<file path="config.mk">
export PLATFORM = sky130hd
export DESIGN_NAME = fpu_result_arbiter
export DESIGN_NICKNAME = d
export VERILOG_FILES = /design/src/rtl/fpu_result_arbiter_pkg.sv /design/src/rtl/fpu_result_arbiter_rr_arbiter.sv /design/src/rtl/fpu_result_arbiter.sv
export SDC_FILE = /design/constraint.sdc
export NUM_CORES = 1
export LEC_CHECK = 0
export ABC_AREA = 1
export BUFFER_PORTS_ARGS = -buffer_cell sky130_fd_sc_hd__buf_2
export CORE_ASPECT_RATIO = 1.5
export CORE_MARGIN = 5
export CORE_UTILIZATION = 28
export DETAILED_ROUTE_END_ITERATION = 7
export SYNTH_ARGS = -nofsm -noshare
export SYNTH_HDL_FRONTEND = slang
export SYNTH_SLANG_ARGS = --single-unit
export TNS_END_PERCENT = 5
</file>
<file path="constraint.sdc">
create_clock -name clk -period 5.1 [get_ports clk]
set_clock_uncertainty 0.15 [all_clocks]
set_input_delay 0.51 -clock clk [delete_from_list [all_inputs] [get_ports clk]]
set_output_delay 0.51 -clock clk [all_outputs]
set_load 0.01 [all_outputs]
</file>
<file path="src/rtl/fpu_result_arbiter_pkg.sv">
// Shared types and constants for the FPU writeback result collector.
// Latency: n/a (types and constants only).
// Backpressure: n/a.
package fpu_result_arbiter_pkg;

  localparam int DATA_W = 32;
  localparam int FLAG_W = 5;
  localparam int RD_W   = 5;

  // Bit positions inside the {NV,DZ,OF,UF,NX} flag vector
  localparam int FFLAG_NV = 4;
  localparam int FFLAG_DZ = 3;
  localparam int FFLAG_OF = 2;
  localparam int FFLAG_UF = 1;
  localparam int FFLAG_NX = 0;

  typedef struct packed {
    logic [DATA_W-1:0] result;
    logic [FLAG_W-1:0] flags;
    logic [RD_W-1:0]   rd;
  } fpu_result_t;

endpackage

</file>
<file path="src/rtl/fpu_result_arbiter_rr_arbiter.sv">
// Round-robin request arbiter: first asserted req at or after ptr, wrapping modulo N.
// Latency: purely combinational.
// Backpressure: none; the caller qualifies the grant with its own load condition.
// Ports: req[N] requests, ptr search start (< N), grant_idx winning index, any = |req.
module rr_arbiter #(
  parameter int N     = 6,
  parameter int IDX_W = $clog2(N)
) (
  input  logic [N-1:0]     req,
  input  logic [IDX_W-1:0] ptr,
  output logic [IDX_W-1:0] grant_idx,
  output logic             any
);

  logic             found;
  logic [IDX_W:0]   cand;

  assign any = |req;

  always_comb begin
    grant_idx = '0;
    found     = 1'b0;
    cand      = '0;
    for (int k = 0; k < N; k++) begin
      // One extra bit so ptr + k never overflows before the modulo fold
      cand = {1'b0, ptr} + (IDX_W+1)'(k);
      if (cand >= (IDX_W+1)'(N)) begin
        cand = cand - (IDX_W+1)'(N);
      end
      if (!found && req[cand[IDX_W-1:0]]) begin
        found     = 1'b1;
        grant_idx = cand[IDX_W-1:0];
      end
    end
  end

endmodule

</file>
<file path="src/rtl/fpu_result_arbiter.sv">
// FPU writeback collector: round-robin merge of unit results into one registered slot, plus sticky fflags.
// Latency: 1 cycle from unit handshake to valid_out; 1 result/cycle sustained.
// Backpressure: slot holds while valid_out && !ready_in; all ready_out drop to 0 in that case.
// Ports: clk/reset (sync, active-high); valid_in/ready_out/result_in/flags_in/rd_in per unit;
//        valid_out/ready_in/result_out/flags_out/rd_out/unit_out merged stream;
//        fflags_we/fflags_wdata CSR write, fflags sticky accumulator.
module fpu_result_arbiter
  import fpu_result_arbiter_pkg::*;
#(
  parameter int N_UNITS = 6,
  parameter int IDX_W   = $clog2(N_UNITS)
) (
  input  logic                    clk,
  input  logic                    reset,
  input  logic [N_UNITS-1:0]      valid_in,
  output logic [N_UNITS-1:0]      ready_out,
  input  logic [32*N_UNITS-1:0]   result_in,
  input  logic [5*N_UNITS-1:0]    flags_in,
  input  logic [5*N_UNITS-1:0]    rd_in,
  output logic                    valid_out,
  input  logic                    ready_in,
  output logic [31:0]             result_out,
  output logic [4:0]              flags_out,
  output logic [4:0]              rd_out,
  output logic [IDX_W-1:0]        unit_out,
  input  logic                    fflags_we,
  input  logic [4:0]              fflags_wdata,
  output logic [4:0]              fflags
);

  logic [IDX_W-1:0] grant;
  logic             any_valid;
  logic             can_load;
  logic             load;
  logic             retire;
  fpu_result_t      granted;

  logic             valid_q,  valid_d;
  fpu_result_t      slot_q,   slot_d;
  logic [IDX_W-1:0] unit_q,   unit_d;
  logic [IDX_W-1:0] rr_ptr_q, rr_ptr_d;
  logic [4:0]       fflags_q, fflags_d;

  rr_arbiter #(
    .N     (N_UNITS),
    .IDX_W (IDX_W)
  ) u_rr (
    .req       (valid_in),
    .ptr       (rr_ptr_q),
    .grant_idx (grant),
    .any       (any_valid)
  );

  always_comb begin
    granted.result = result_in[32*grant +: 32];
    granted.flags  = flags_in[5*grant +: 5];
    granted.rd     = rd_in[5*grant +: 5];
  end

  always_comb begin
    can_load = !valid_q || ready_in;
    load     = can_load && any_valid;
    retire   = valid_q && ready_in;

    ready_out = '0;
    if (load) begin
      ready_out[grant] = 1'b1;
    end

    valid_d  = valid_q;
    slot_d   = slot_q;
    unit_d   = unit_q;
    rr_ptr_d = rr_ptr_q;

    if (load) begin
      // Covers both the empty-slot load and the same-edge replace on retire
      valid_d  = 1'b1;
      slot_d   = granted;
      unit_d   = grant;
      rr_ptr_d = (grant == IDX_W'(N_UNITS-1)) ? '0 : grant + 1'b1;
    end else if (retire) begin
      valid_d = 1'b0;
      slot_d  = '0;
      unit_d  = '0;
    end

    // Flags join fflags only when the result actually leaves toward writeback,
    // and a CSR write never swallows a flag retiring in the same cycle.
    fflags_d = fflags_q;
    if (fflags_we) begin
      fflags_d = fflags_wdata | (retire ? slot_q.flags : 5'b0);
    end else if (retire) begin
      fflags_d = fflags_q | slot_q.flags;
    end
  end

  always_ff @(posedge clk) begin
    if (reset) begin
      valid_q  <= 1'b0;
      slot_q   <= '0;
      unit_q   <= '0;
      rr_ptr_q <= '0;
      fflags_q <= '0;
    end else begin
      valid_q  <= valid_d;
      slot_q   <= slot_d;
      unit_q   <= unit_d;
      rr_ptr_q <= rr_ptr_d;
      fflags_q <= fflags_d;
    end
  end

  assign valid_out  = valid_q;
  assign result_out = slot_q.result;
  assign flags_out  = slot_q.flags;
  assign rd_out     = slot_q.rd;
  assign unit_out   = unit_q;
  assign fflags     = fflags_q;

endmodule

</file>
Word-level counts from Yosys, hierarchy flattened
Index checks and enable logic that the tools add are counted.

Flip-flop bits (word level): 54. Input port bits: 267.

$add $sub $neg: 12. Multipliers: 1. Magnitude comparators: 14. Eq/ne operators: 1. Shift-type cells: 3. Mux-type cells: 42. Bitwise operators: 2. Reductions and logical operators: 18.

Operator list (count): 192-bit by 9-bit indexed part select with 32-bit output (1); 42-bit two-way mux (2); 30-bit by 7-bit indexed part select with 5-bit output (2); 3-bit two-way mux (15); 3-bit by 4-bit less-than comparator with 1-bit output (second input constant) (7); 4-bit by 3-bit >= comparator with 1-bit output (second input constant) (5); 1-bit binary-select mux with 3-bit select (6); 3-bit subtractor (second input constant) (6); 5-bit two-way mux (3); 1-bit two-way mux (14); 5-bit OR (2); 3-bit by 2-bit adder with 4-bit output (second input constant) (2); 3-bit by 3-bit adder with 4-bit output (second input constant) (2); 1-bit logical AND (8); 1-bit logical NOT (6); 3-bit by 3-bit multiplier with 6-bit output (first input constant) (1); 6-bit two-way mux (1); 6-bit OR reduction (1); 3-bit by 1-bit adder with 4-bit output (second input constant) (1); 2-bit nonzero test (2); 3-bit by 1-bit adder with 3-bit output (second input constant) (1); 1-bit demux with 3-bit select (1); 3-bit == test (second input constant) (1); 3-bit by 1-bit >= comparator with 1-bit output (second input constant) (1); 2 further kinds (2).

Longest topological paths before layout
Depth after elaboration: 25. Mapped depth: 28. Gate-level depth less buffers: 24.

Cells and area by module
From an unflattened synthesis, not the netlist that was laid out.

Cells, all modules: 1086. Area, all modules: 5614.1 um^2.

Modules (own cells, without submodules): fpu_result_arbiter (instances 1, cells each 913, area an instance 4700.8 um^2); rr_arbiter (instances 1, cells each 173, area an instance 913.4 um^2).

Least setup slack after synthesis
Ideal clock, no wire load.

Kind: reg-to-output. From: register rr_ptr_q[0]. To: output ready_out[5]. Data arrival time: 2.988 ns. Setup slack: 1.452 ns. Cell stages (with the launch flop): 21. Buffers on the path: 4. Cell sequence: dfxtp_1 > buf_2 > buf_6 > inv_1 > ha_1 > buf_2 > nor2_1 > o21ai_1 > or2_1 > nand2_1 > inv_2 > o21ai_1 > o21ai_0 > nor2_1 > nand3_4 > nand2_4 > clkinv_2 > buf_2 > nor2_1 > inv_1 > nor2_1.

Longest elaborated chain between the ends: 25.

Ends and longest elaborated chain: start, declared (RTL line fpu_result_arbiter.sv:41) `logic [IDX_W-1:0] rr_ptr_q, rr_ptr_d;`; start signal, assigned (RTL line fpu_result_arbiter.sv:108) `rr_ptr_q <= rr_ptr_d;`; parallel branches: the longest is 19 deep, another holds 3-bit by 1-bit adder with 4-bit output; 3-bit two-way mux * (RTL line fpu_result_arbiter_rr_arbiter.sv:30) `if (!found && req[cand[IDX_W-1:0]]) begin`; 3-bit by 4-bit less-than comparator with 1-bit output (not written as such) / 3-bit by 1-bit >= comparator with 1-bit output (equally long branches) (RTL line fpu_result_arbiter.sv:67) `ready_out[grant] = 1'b1;`; 1-bit logical AND (not written as such) (RTL line fpu_result_arbiter.sv:67); 1-bit two-way mux (not written as such) (RTL line fpu_result_arbiter.sv:67); 1-bit demux with 3-bit select * (RTL line fpu_result_arbiter.sv:67); 6-bit two-way mux * (RTL line fpu_result_arbiter.sv:66) `if (load) begin`; end, declared (RTL line fpu_result_arbiter.sv:16) `output logic [N_UNITS-1:0] ready_out,`.

Mark *: on every way between the ends. The select of a mux whose other input is x is not followed.

Worst setup path after layout
From: register rr_ptr_q[1]. To: output ready_out[5].

Same word-level chain as after synthesis.

==> summary.md <==
| Metric | Value |
|---|---|
| Starting DRT DRC Count | `roughly 330` |
| CP endpoint kind | `output pin` |
| Placement-stage cell area | `0.00780 mm²` |
| Worst-Skew Late Latency | `~300 ps` |
| Starting density of the core | `0.282` |
| First-pass DRT Iterations | `5` |
| Number of buffers created by CTS | `5` |
| Core area | `about 0.022 mm²` |
| Crit-path max FO | `32` |
| PortBufs | `about 320` |
| Crit-path most repeated cell | `nand2_1` |
| Final Hold Vio Count | `0` |
| Antenna violations before repair | `3` |
| Fin nets | `between 1500 and 2000` |
| Worst path bufs/invs | `5` |
| Final setup viols | `0` |
| Leak | `roughly 5.1 nW` |
| Die Ht | `between 150 and 200 µm` |
| Avg WL per Cell | `14.4 µm` |
| Crit-path max cell delay | `about 490 ps` |
| Total track usage | `0.194` |
| Largest net degree at the start of global routing | `about 140` |
| Worst setup SP type | `flop` |
| Number of global-route vias before repair | `around 7700` |
| Post-route antenna net violation count | `0` |
| Global-route wire length before repair | `around 39 mm` |
| DP Cell Count | `1743` |
| Status | `completed` |
| Commonest non-fill, non-tap cells in the layout | `646 x nand2_1, 323 x buf_2, 155 x inv_1` |
| CP Cell Sequence | `inv_1, ha_1, inv_1, nand2_1, nand3_1, nand2_1, nand2_1, nand2_1, nand3_1, nand2_1, nand2_1, nand2_1, nand2_1, nand2_1, nand2_4, nand2_4, clkinv_2, nor2_1, inv_1, nor2_1, buf_2` |
| DRC viols | `0` |
| RSZ-0062 raised after global routing | `no` |
| Cells after Synth | `roughly 1200` |
| Hold WC Path Type | `reg -> reg` |
| Sink Count | `54` |
| Critical Path Slowest Stage Cell | `dfxtp_1` |
| Max_slew headroom | `0.263` |
| Finished Layout Cells | `between 1500 and 2000` |
| Postcts setup bufs | `0` |
| Pwr Density | `roughly 840 mW/mm²` |
| Max-Cap Viols | `0` |
| Mapped Area | `approximately 0.0061 mm²` |
| CTS tree | `built` |
| Worst-margin pin slew | `1100 ps` |
| Clock transition at the registers of the reported paths | `70 ps` |
| Clk buf depth | `2` |
| Hold Buf Count CTS | `0` |
| GRT overflow | `0` |
| # rows | `66` |
| Die X | `between 100 and 150 µm` |
| Die area | `between 0.02 and 0.025 mm²` |
| Mapped Nets | `about 1500` |
| PostCTS Resize Cnt | `0` |
| WHS | `between 300 and 400 ps` |
| Register area share after synthesis | `0.178` |
| CTS root buf | `clkbuf_16` |
| H-tree Lvls | `2` |
| Area Growth Syn to Fin | `30.8%` |
| Commonest non-fill, non-tap cell in the layout | `nand2_1` |
| Yosys warns | `0` |
| Register bit total from synthesis | `54` |
| Via count | `8007` |
| Cell family with most CP delay | `simple AND/OR/NAND/NOR gates` |
| Setup TNS | `0 ps` |
| Max Clk Rate | `around 220 MHz` |
| CP Data Required Time | `about 4400 ps` |
| GPL Wtd Cong | `0.882` |
| Post-synthesis cell type count | `34` |
| Slew Viols, Final | `0` |
| Final Cell Area | `about 0.008 mm²` |
| Vias/cell | `about 4.6` |
| Ratio of cells with drive above 1 in the final layout | `0.243` |
| IO Pins | `between 300 and 400` |
| Arrival time of the worst setup path | `3870 ps` |
| Fin crit share | `0.889` |
| Average cell area after synthesis | `5.02 µm²` |
| Total Wirelength | `25.2 mm` |
| Post-route minimum period | `between 4000 and 5000 ps` |
| Maximum VDD drop | `around 0.8 mV` |
| DP HPWL | `about 19 mm` |
| Kind of critical path | `reg -> out` |
flip-flops by register name (all words and copies together), names as in the netlist:
signal and count:
result_out 32, fflags 5, flags_out 5, rd_out 5
rr_ptr_q 3, unit_out 3, valid_out 1
worst register-to-register path: cells and delay by family, from the launching register on:
| family | cells | cell delay (ps) |
|---|---|---|
| adder cells (fa/ha/maj) | 1 | 480 |
| AND/OR/NAND/NOR | 19 | 1920 |
| buffers and inverters | 4 | 980 |
| flip-flops | 1 | 490 |
| AO/OA/AOI/OAI | 1 | 160 |
synthesized netlist by cell type:
master    instances  share of area
nand2_1         646           0.40
dfxtp_1          54           0.18
a211oi_1          1         0.0012
inv_2             4         0.0025
clkbuf_1         32          0.020
xor2_1            2         0.0029
o22ai_1           1         0.0010
nand3_1          99          0.081
buf_2            22          0.018
nor3_1            5         0.0041
clkinv_2          1        0.00082
buf_1            10         0.0062
o21bai_1          1         0.0012
nor4_1            1         0.0010
o21ai_1          16          0.013
nand2_4           2         0.0037
or2_1             1         0.0010
o21a_1            1         0.0012
buf_4             3         0.0037
o211ai_1          2         0.0025
a31oi_1           8         0.0082
o31ai_1           1         0.0012
nand3b_1         40          0.049
a21oi_2           2         0.0029
nor2_2            1         0.0010
ha_1              9          0.019
inv_1           157          0.097
nor2_1           22          0.014
a21oi_1          47          0.039
nand3_2           2         0.0033
nand3_4           1         0.0029
o21ai_0           6         0.0049
buf_6             7          0.013
nand4_1           3         0.0031
final cells by class:
type	instances	area, µm²
inverter	162	609
multi-input combinational	920	4040
antenna	1	2.50
fill	2541	13600
sequential	54	1080
clock inverter	1	5.00
tap	272	340
timing repair buffer	335	1730
clock buffer	7	143
where the power goes:
group / total, mW / switching, mW / leakage [nW] / internal, mW
clock: 0.362 / 0.166 / 0.0739 / 0.196
sequential: 0.681 / 0.0874 / 0.449 / 0.594
combinational: 5.60 / 3.80 / 4.57 / 1.80
kinds of logic after synthesis:
kind of cell,count (synthesis),synth area share
simple gates,823,0.563
buf+inv,236,0.161
compound gates,86,0.0764
flops,54,0.178
fa+ha+maj,9,0.0185
xor+xnor,2,0.00288
stage by stage:
| step | power (mW) | setup slack [ps] | utilization |
|---|---|---|---|
| final | 6.64 | 567 | 0.369 |
| after global routing | 7.51 | 72.7 | 0.369 |
| after CTS | 6.73 | 566 | 0.369 |
| after detailed placement | 6.33 | 881 | 0.362 |
| after global placement | 6.31 | 930 | 0.362 |
| after floorplan | 4.99 | 1450 | - |
worst paths after layout:
| check | start | end | slack [ps] | cells past startpoint |
|---|---|---|---|---|
| hold / removal | result_out[29]$_SDFFE_PP0P_ | result_out[29]$_SDFFE_PP0P_ | 310 | 2 |
| hold reg to reg | result_out[29]$_SDFFE_PP0P_ | result_out[29]$_SDFFE_PP0P_ | 310 | 2 |
| setup / recovery | rr_ptr_q[1]$_SDFFE_PP0P_ | ready_out[5] | 570 | 21 |
| setup reg to reg | rr_ptr_q[1]$_SDFFE_PP0P_ | result_out[11]$_SDFFE_PP0P_ | 860 | 25 |
per-layer routing:
metal	GRT usage	wire length [µm]
met5	0	27
met4	0.0708	864
met3	0.0291	1420
met2	0.364	13200
met1	0.217	9670
(Power assumes the default switching activity.)
